$ cat src/rtl/df_multiplier_pipe.sv
// Constant-coefficient multiplier built from shifted partial products, a registered
// binary adder tree and a registered shift/saturate output stage. Macro DF_MULT_ROUND_EN selects round-half-up.
module df_multiplier_pipe #(
   parameter int                DATA_W    = 8,
   parameter int                COEF_W    = 8,
   parameter logic [COEF_W-1:0] COEF      = 8'b00011011,
   parameter int                OUT_SHIFT = 5
) (
   input  logic              clk,
   input  logic              reset,
   input  logic              ce,
   input  logic              in_valid,
   input  logic [DATA_W-1:0] data,
   output logic              out_valid,
   output logic [DATA_W-1:0] out,
   output logic              ovf
);

   localparam int PW     = DATA_W + COEF_W;
   localparam int LEVELS = $clog2(COEF_W);

`ifdef DF_MULT_ROUND_EN
   localparam logic [PW:0] RND = (OUT_SHIFT > 0)
      ? ((PW+1)'(1) << ((OUT_SHIFT > 0) ? OUT_SHIFT - 1 : 0)) : '0;
`else
   localparam logic [PW:0] RND = '0;
`endif

   logic [PW-1:0]     pp      [0:COEF_W-1];
   logic [PW-1:0]     node_d  [1:COEF_W-1];
   logic [PW-1:0]     node_q  [1:COEF_W-1];
   logic [LEVELS-1:0] valid_q;
   logic [PW:0]       sum_ext_d;
   logic [PW:0]       shifted_d;
   logic              sat_d;
   logic [DATA_W-1:0] out_d;
   logic [DATA_W-1:0] out_q;
   logic              ovf_q;
   logic              out_valid_q;

   genvar gi;

   for (gi = 0; gi < COEF_W; gi++) begin : g_pp
      assign pp[gi] = COEF[gi] ? (PW'(data) << gi) : '0;
   end

   // Heap-ordered tree: node n sums nodes 2n and 2n+1; indices >= COEF_W are the partial products.
   for (gi = 1; gi < COEF_W; gi++) begin : g_node
      if (2 * gi >= COEF_W) begin : g_leaf
         assign node_d[gi] = pp[2*gi-COEF_W] + pp[2*gi+1-COEF_W];
      end else begin : g_inner
         assign node_d[gi] = node_q[2*gi] + node_q[2*gi+1];
      end
   end

   // The full product never exceeds PW bits; one extra bit absorbs the rounding constant.
   assign sum_ext_d = {1'b0, node_q[1]} + RND;
   assign shifted_d = sum_ext_d >> OUT_SHIFT;
   assign sat_d     = |shifted_d[PW:DATA_W];
   assign out_d     = sat_d ? '1 : shifted_d[DATA_W-1:0];

   always_ff @(posedge clk) begin
      if (reset) begin
         for (int i = 1; i < COEF_W; i++) node_q[i] <= '0;
         valid_q     <= '0;
         out_q       <= '0;
         ovf_q       <= 1'b0;
         out_valid_q <= 1'b0;
      end else if (ce) begin
         node_q     <= node_d;
         valid_q[0] <= in_valid;
         for (int i = 1; i < LEVELS; i++) valid_q[i] <= valid_q[i-1];
         out_q       <= out_d;
         ovf_q       <= sat_d;
         out_valid_q <= valid_q[LEVELS-1];
      end
   end

   assign out       = out_q;
   assign ovf       = ovf_q;
   assign out_valid = out_valid_q;

endmodule

$ cat config.mk
export PLATFORM = sky130hd
export DESIGN_NAME = df_multiplier_pipe
export DESIGN_NICKNAME = d
export VERILOG_FILES = /design/src/rtl/df_multiplier_pipe.sv
export SDC_FILE = /design/constraint.sdc
export NUM_CORES = 1
export LEC_CHECK = 0
export CAP_MARGIN = 5
export CORE_ASPECT_RATIO = 2
export CORE_MARGIN = 2
export CORE_UTILIZATION = 36
export DETAILED_ROUTE_END_ITERATION = 7
export GPL_TIMING_DRIVEN = 0
export HOLD_SLACK_MARGIN = 0.02
export PLACE_DENSITY_LB_ADDON = 0.1
export SLEW_MARGIN = 10
export SYNTH_ARGS = -nofsm -noshare
export SYNTH_HDL_FRONTEND = slang
export SYNTH_SLANG_ARGS = --single-unit
$ cat constraint.sdc
create_clock -name clk -period 4.1 [get_ports clk]
set_input_delay 0.615 -clock clk [delete_from_list [all_inputs] [get_ports clk]]
set_output_delay 0.615 -clock clk [all_outputs]
set_load 0.005 [all_outputs]
# After elaboration in Yosys (flattened, before gate mapping)
# Cells that the tools add are included.
[classes]
addsub = 3
n_reduce_logical = 1
muxes = 1
[ops]
columns = ["operator", "count"]
rows = [
  ["16-bit by 11-bit adder with 16-bit output", 1],
  ["16-bit by 12-bit adder with 16-bit output", 1],
  ["8-bit by 9-bit adder with 10-bit output", 1],
  ["8-bit two-way mux", 1],
  ["3-bit OR reduction", 1],
]
[totals]
elab_cells = 14
reg_bits = 77
output_inout_bits = 10

# Logic depth before layout (Yosys ltp)
# Gate-level depths: netlist of the first run.
[logic_depth]
depth_word = 2
mapped_depth = 7
ltp_nobuf = 7

# Least setup slack after synthesis of the first run
# Ideal clock, no wire load.
[synth_timing]
path_kind = "input-to-reg"
startpoint = "in data[2]"
endpoint = "reg node_q[55] (netlist bit)"
t_required_ns = 4.014
arrival_time_ns = 1.880
stages = 6
setup_ns = 0.086
setup_slack_ns = 2.134
path_cell_list = "ha_1 -> a21oi_1 -> nand2_1 -> a221o_1 -> xnor2_1 -> a211oi_1"
[synth_between]
elab_chain_cells = 1
[synth_rtl]
columns = ["element", "line", "text"]
rows = [
  ["from (decl)", "13", "input logic [DATA_W-1:0] data,"],
  ["8-bit by 9-bit adder with 10-bit output", "50", "assign node_d[gi] = pp[2*gi-COEF_W] + pp[2*gi+1-COEF_W];"],
  ["to (signal assigned)", "70", "node_q <= node_d;"],
  ["to (decl)", "31", "logic [PW-1:0] node_q [1:COEF_W-1];"],
]
# Every way passes these cells.
# A chain may end at the register's enable or synchronous reset.

# Worst setup path after layout of the first run
# Ends and elaborated chain as after synthesis.

==> reports/qor.csv, run 1 <==
stage;metric;value;unit
status;run status;completed;
detailed_routing;Via density;5.136;
synth;yosys warns;0;
cells_and_area;share of layout cells above drive strength 1;0.05882;
clocking;Clock transition at path regs;60;ps
cells_and_area;multi-input logic area;1506;um2
global_route;largest net degree at the start of global routing;14;
global_route;total gr overflow;0;
synth;Area contributors post-synth;dfxtp_1, mux2i_1, ha_1;
cells_and_area;Final #Nets;342;
detailed_routing;Iter 0 DRT Violations;59;
synth;Synth Flop Type;dfxtp_1;
global_route;initial antenna violation count;0;
setup_path;CP max FO;3;
synth;Post-synth EDFFs;0;
synth;post-synth top area cell;dfxtp_1;
clocking;Hold Buf Count CTS;0;
synth;Synth top area share;0.3906;
clocking;CTS tree;built;
synth;Async SR Flop Fraction;0;
floorplanning;Top Ports;22;
hold_path;Hold Startpoint;node_q[105];
placement;dpl ws;1490;ps
placement;Placer Congestion;0.8120;
synth;Mapped Cells;281;
clocking;CTS max path bufs;2;
timing;RSZ-0062 raised after global routing;no;
synth;Seq cells post-synth;51;
clocking;Setup Buffers After CTS;0;
setup_path;CP Class;input pin to flop;
pwr;Power Dens Cells;363.4;nW/um2
clocking;Worst-Skew Late Latency;290;ps
hold_path;Min-Delay Path Class;flop to flop;
detailed_routing;WL per Instance;15.15;um
setup_path;R2R Path End;node_q[108];
setup_path;FF-to-FF path depth;7;
hold_path;worst hold stages;2;
synth;Post-synth top cells;dfxtp_1, nor2_1, mux2i_1;
clocking;CTS Buf Count;5;
synth;synthesized area;2614;um2
global_route;vias in the first global route;2016;
pwr;Tot Pwr;1.108;mW
floorplanning;# rows;44;
synth;sequential area share after synthesis;0.3906;
synth;most numerous cell in the Yosys netlist;dfxtp_1;
setup_path;CP Launch Point;data[2];
placement;Port-buffer cells;19;
timing;Hold Vio Cnt, Final;0;
placement;DP HPWL;4.624;mm
setup_path;Setup crit start kind;input pin;
detailed_routing;DRC;0;
synth;net count after synthesis;316;
cells_and_area;FF/Latch Area;1021;um2
timing;Final Skew;2.763;ps
synth;Post-Syn Area per Cell;9.302;um2
timing;Least-Margin Pin Slew;635.8;ps
hold_path;Worst Hold End;node_q[105];
timing;setup_tns;0;ps
clocking;cts repair resizes;0;
cells_and_area;area grow syn2layout;16.61;%
timing;Setup violations, final;0;
clocking;clock sink total;51;
timing;fin crit period;2303;ps
global_route;first-pass GRT wire length;10.12;mm
setup_path;R2R Setup Slk;2100;ps
floorplanning;Starting Density;0.3652;
detailed_routing;Post-Route WL;6.028;mm
pwr;Max IR drop VDD;0.0001642;V
run;Max Cap Viol;0;
synth;synth unique cells;43;
pwr;Leak;1.328;nW
timing;Max Clk Rate;434.2;MHz
floorplanning;die height;124.5;um
floorplanning;Core Area;7157;um2
setup_path;Critical Path RT;4310;ps
timing;Slew Viols, Final;0;
timing;Slew headroom;0.5761;
setup_path;R2R Path Start;node_q[84];
floorplanning;die area;7999;um2
global_route;gr usage total;0.1655;
setup_path;arrival time at the worst endpoint;2510;ps
timing;final setup margin;1797;ps
detailed_routing;DR vias;2044;
clocking;Root Buffer;clkbuf_16;
timing;Tcrit/Tclk final;0.5617;
setup_path;crit path capture type;flop;
clocking;H-tree depth;2;
detailed_routing;Antenna Nets Post-Route;0;
floorplanning;Die Wd;64.25;um
cells_and_area;Filler Cell Count;736;
cells_and_area;diode count;0;
cells_and_area;final core occ;0.4259;
detailed_routing;DRT Pass-1 Iters;4;
==> through the flow <==
stage | hold WS [ps] | std cells | area, um2
final | 461.6 | 398 | 3048
after global routing | 473.8 | 398 | 3048
after CTS | 462.7 | 398 | 3048
after detailed placement | 454.6 | 392 | 2919
after global placement | 452.7 | 392 | 2919
after floorplan | 437.0 | 281 | 2614
==> where the power goes <==
| group | switching, mW | internal, mW | leakage [nW] |
|---|---|---|---|
| clock network | 0.172 | 0.220 | 0.0628 |
| registers | 0.0190 | 0.523 | 0.417 |
| logic | 0.0947 | 0.0793 | 0.849 |
==> placed cells by master, fill, tap and decap left out, types with 5 or more instances in the layout <==
master | netlist | layout
ha_1 | 21 | 21
mux2i_1 | 37 | 37
o21ai_1 | 5 | 5
clkdlybuf4s50_1 | 0 | 19
nand3_1 | 6 | 6
clkbuf_16 | 0 | 5
nand2_1 | 12 | 12
a211oi_1 | 7 | 7
xnor2_1 | 7 | 7
dfxtp_1 | 51 | 51
a21oi_1 | 14 | 14
clkbuf_1 | 6 | 7
buf_2 | 6 | 6
o21ai_0 | 8 | 8
nor2_1 | 45 | 45
nor3_1 | 6 | 6
==> sequential cells by signal, summed over array words and instances (netlist names) <==
| signal | flops |
|---|---|
| valid_q | 3 |
| out_valid | 1 |
| out | 8 |
| node_q | 39 |
==> cell families after synthesis <==
logic type,Yosys count,share of synthesized area
multiplexers,38,0.1460
AO/OA/AOI/OAI,58,0.1475
other,1,0.001435
XOR/XNOR,9,0.03016
AND/OR/NAND/NOR,81,0.1355
adder cells (fa/ha/maj),23,0.1158
flip-flops,51,0.3906
buffers and inverters,20,0.03303
==> worst max-delay path by stage <==
stage                  to  slack (ps)  depth (start not counted)
6_report       node_q[55]        1800                          7
5_1_grt        node_q[55]        1650                          7
4_1_cts        node_q[57]        1790                          7
3_5_place_dp   node_q[57]        1490                          7
3_3_place_gp   node_q[57]        1490                          7
2_1_floorplan  node_q[55]        2130                          6
==> layout make-up <==
class                   instances  area share
clock buffers                   6     0.04228
multi-input cells             210      0.4943
inverters                       6    0.007389
flip-flops and latches         51      0.3350
repair buffers                 19     0.06240
plain buffers                  14     0.02094
well taps                      92     0.03777
==> worst max-delay path, cell delays in order <==
cell and delay [ps]:
clkdlybuf4s50_1 460, ha_1 360, a21oi_1 200, nand2_1 140, a221o_1 380, xnor2_1 130, a211oi_1 210
==> per-layer routing <==
layer / part of all wire / wire length (um) / global-route usage
met4: 0.022 / 134 / 0.06758
met1: 0.42 / 2526 / 0.1918
met3: 0.020 / 119 / 0.02710
met5: 0 / 0 / 0
met2: 0.54 / 3248 / 0.2935
No activity file was read; power rests on OpenSTA's default activity.
==> inputs of run 2 (changes only) <==
clock period = 2.4 ns   (was 4.1 ns; I/O delays follow)
==> results of run 2 <==
The final DEF is identical to that of run 1. Status: completed.
Main changes from that run: setup slack after placement 1490 ps -> 44.53 ps; setup slack after layout 1797 ps -> 352.0 ps; hold slack 461.6 ps -> 451.7 ps; register-to-register setup slack 2100 ps -> 400 ps; end point of the worst hold path node_q[105] -> node_q[88]; total power 1.108 mW -> 1.892 mW; worst IR drop on VDD 0.0001642 V -> 0.0002805 V
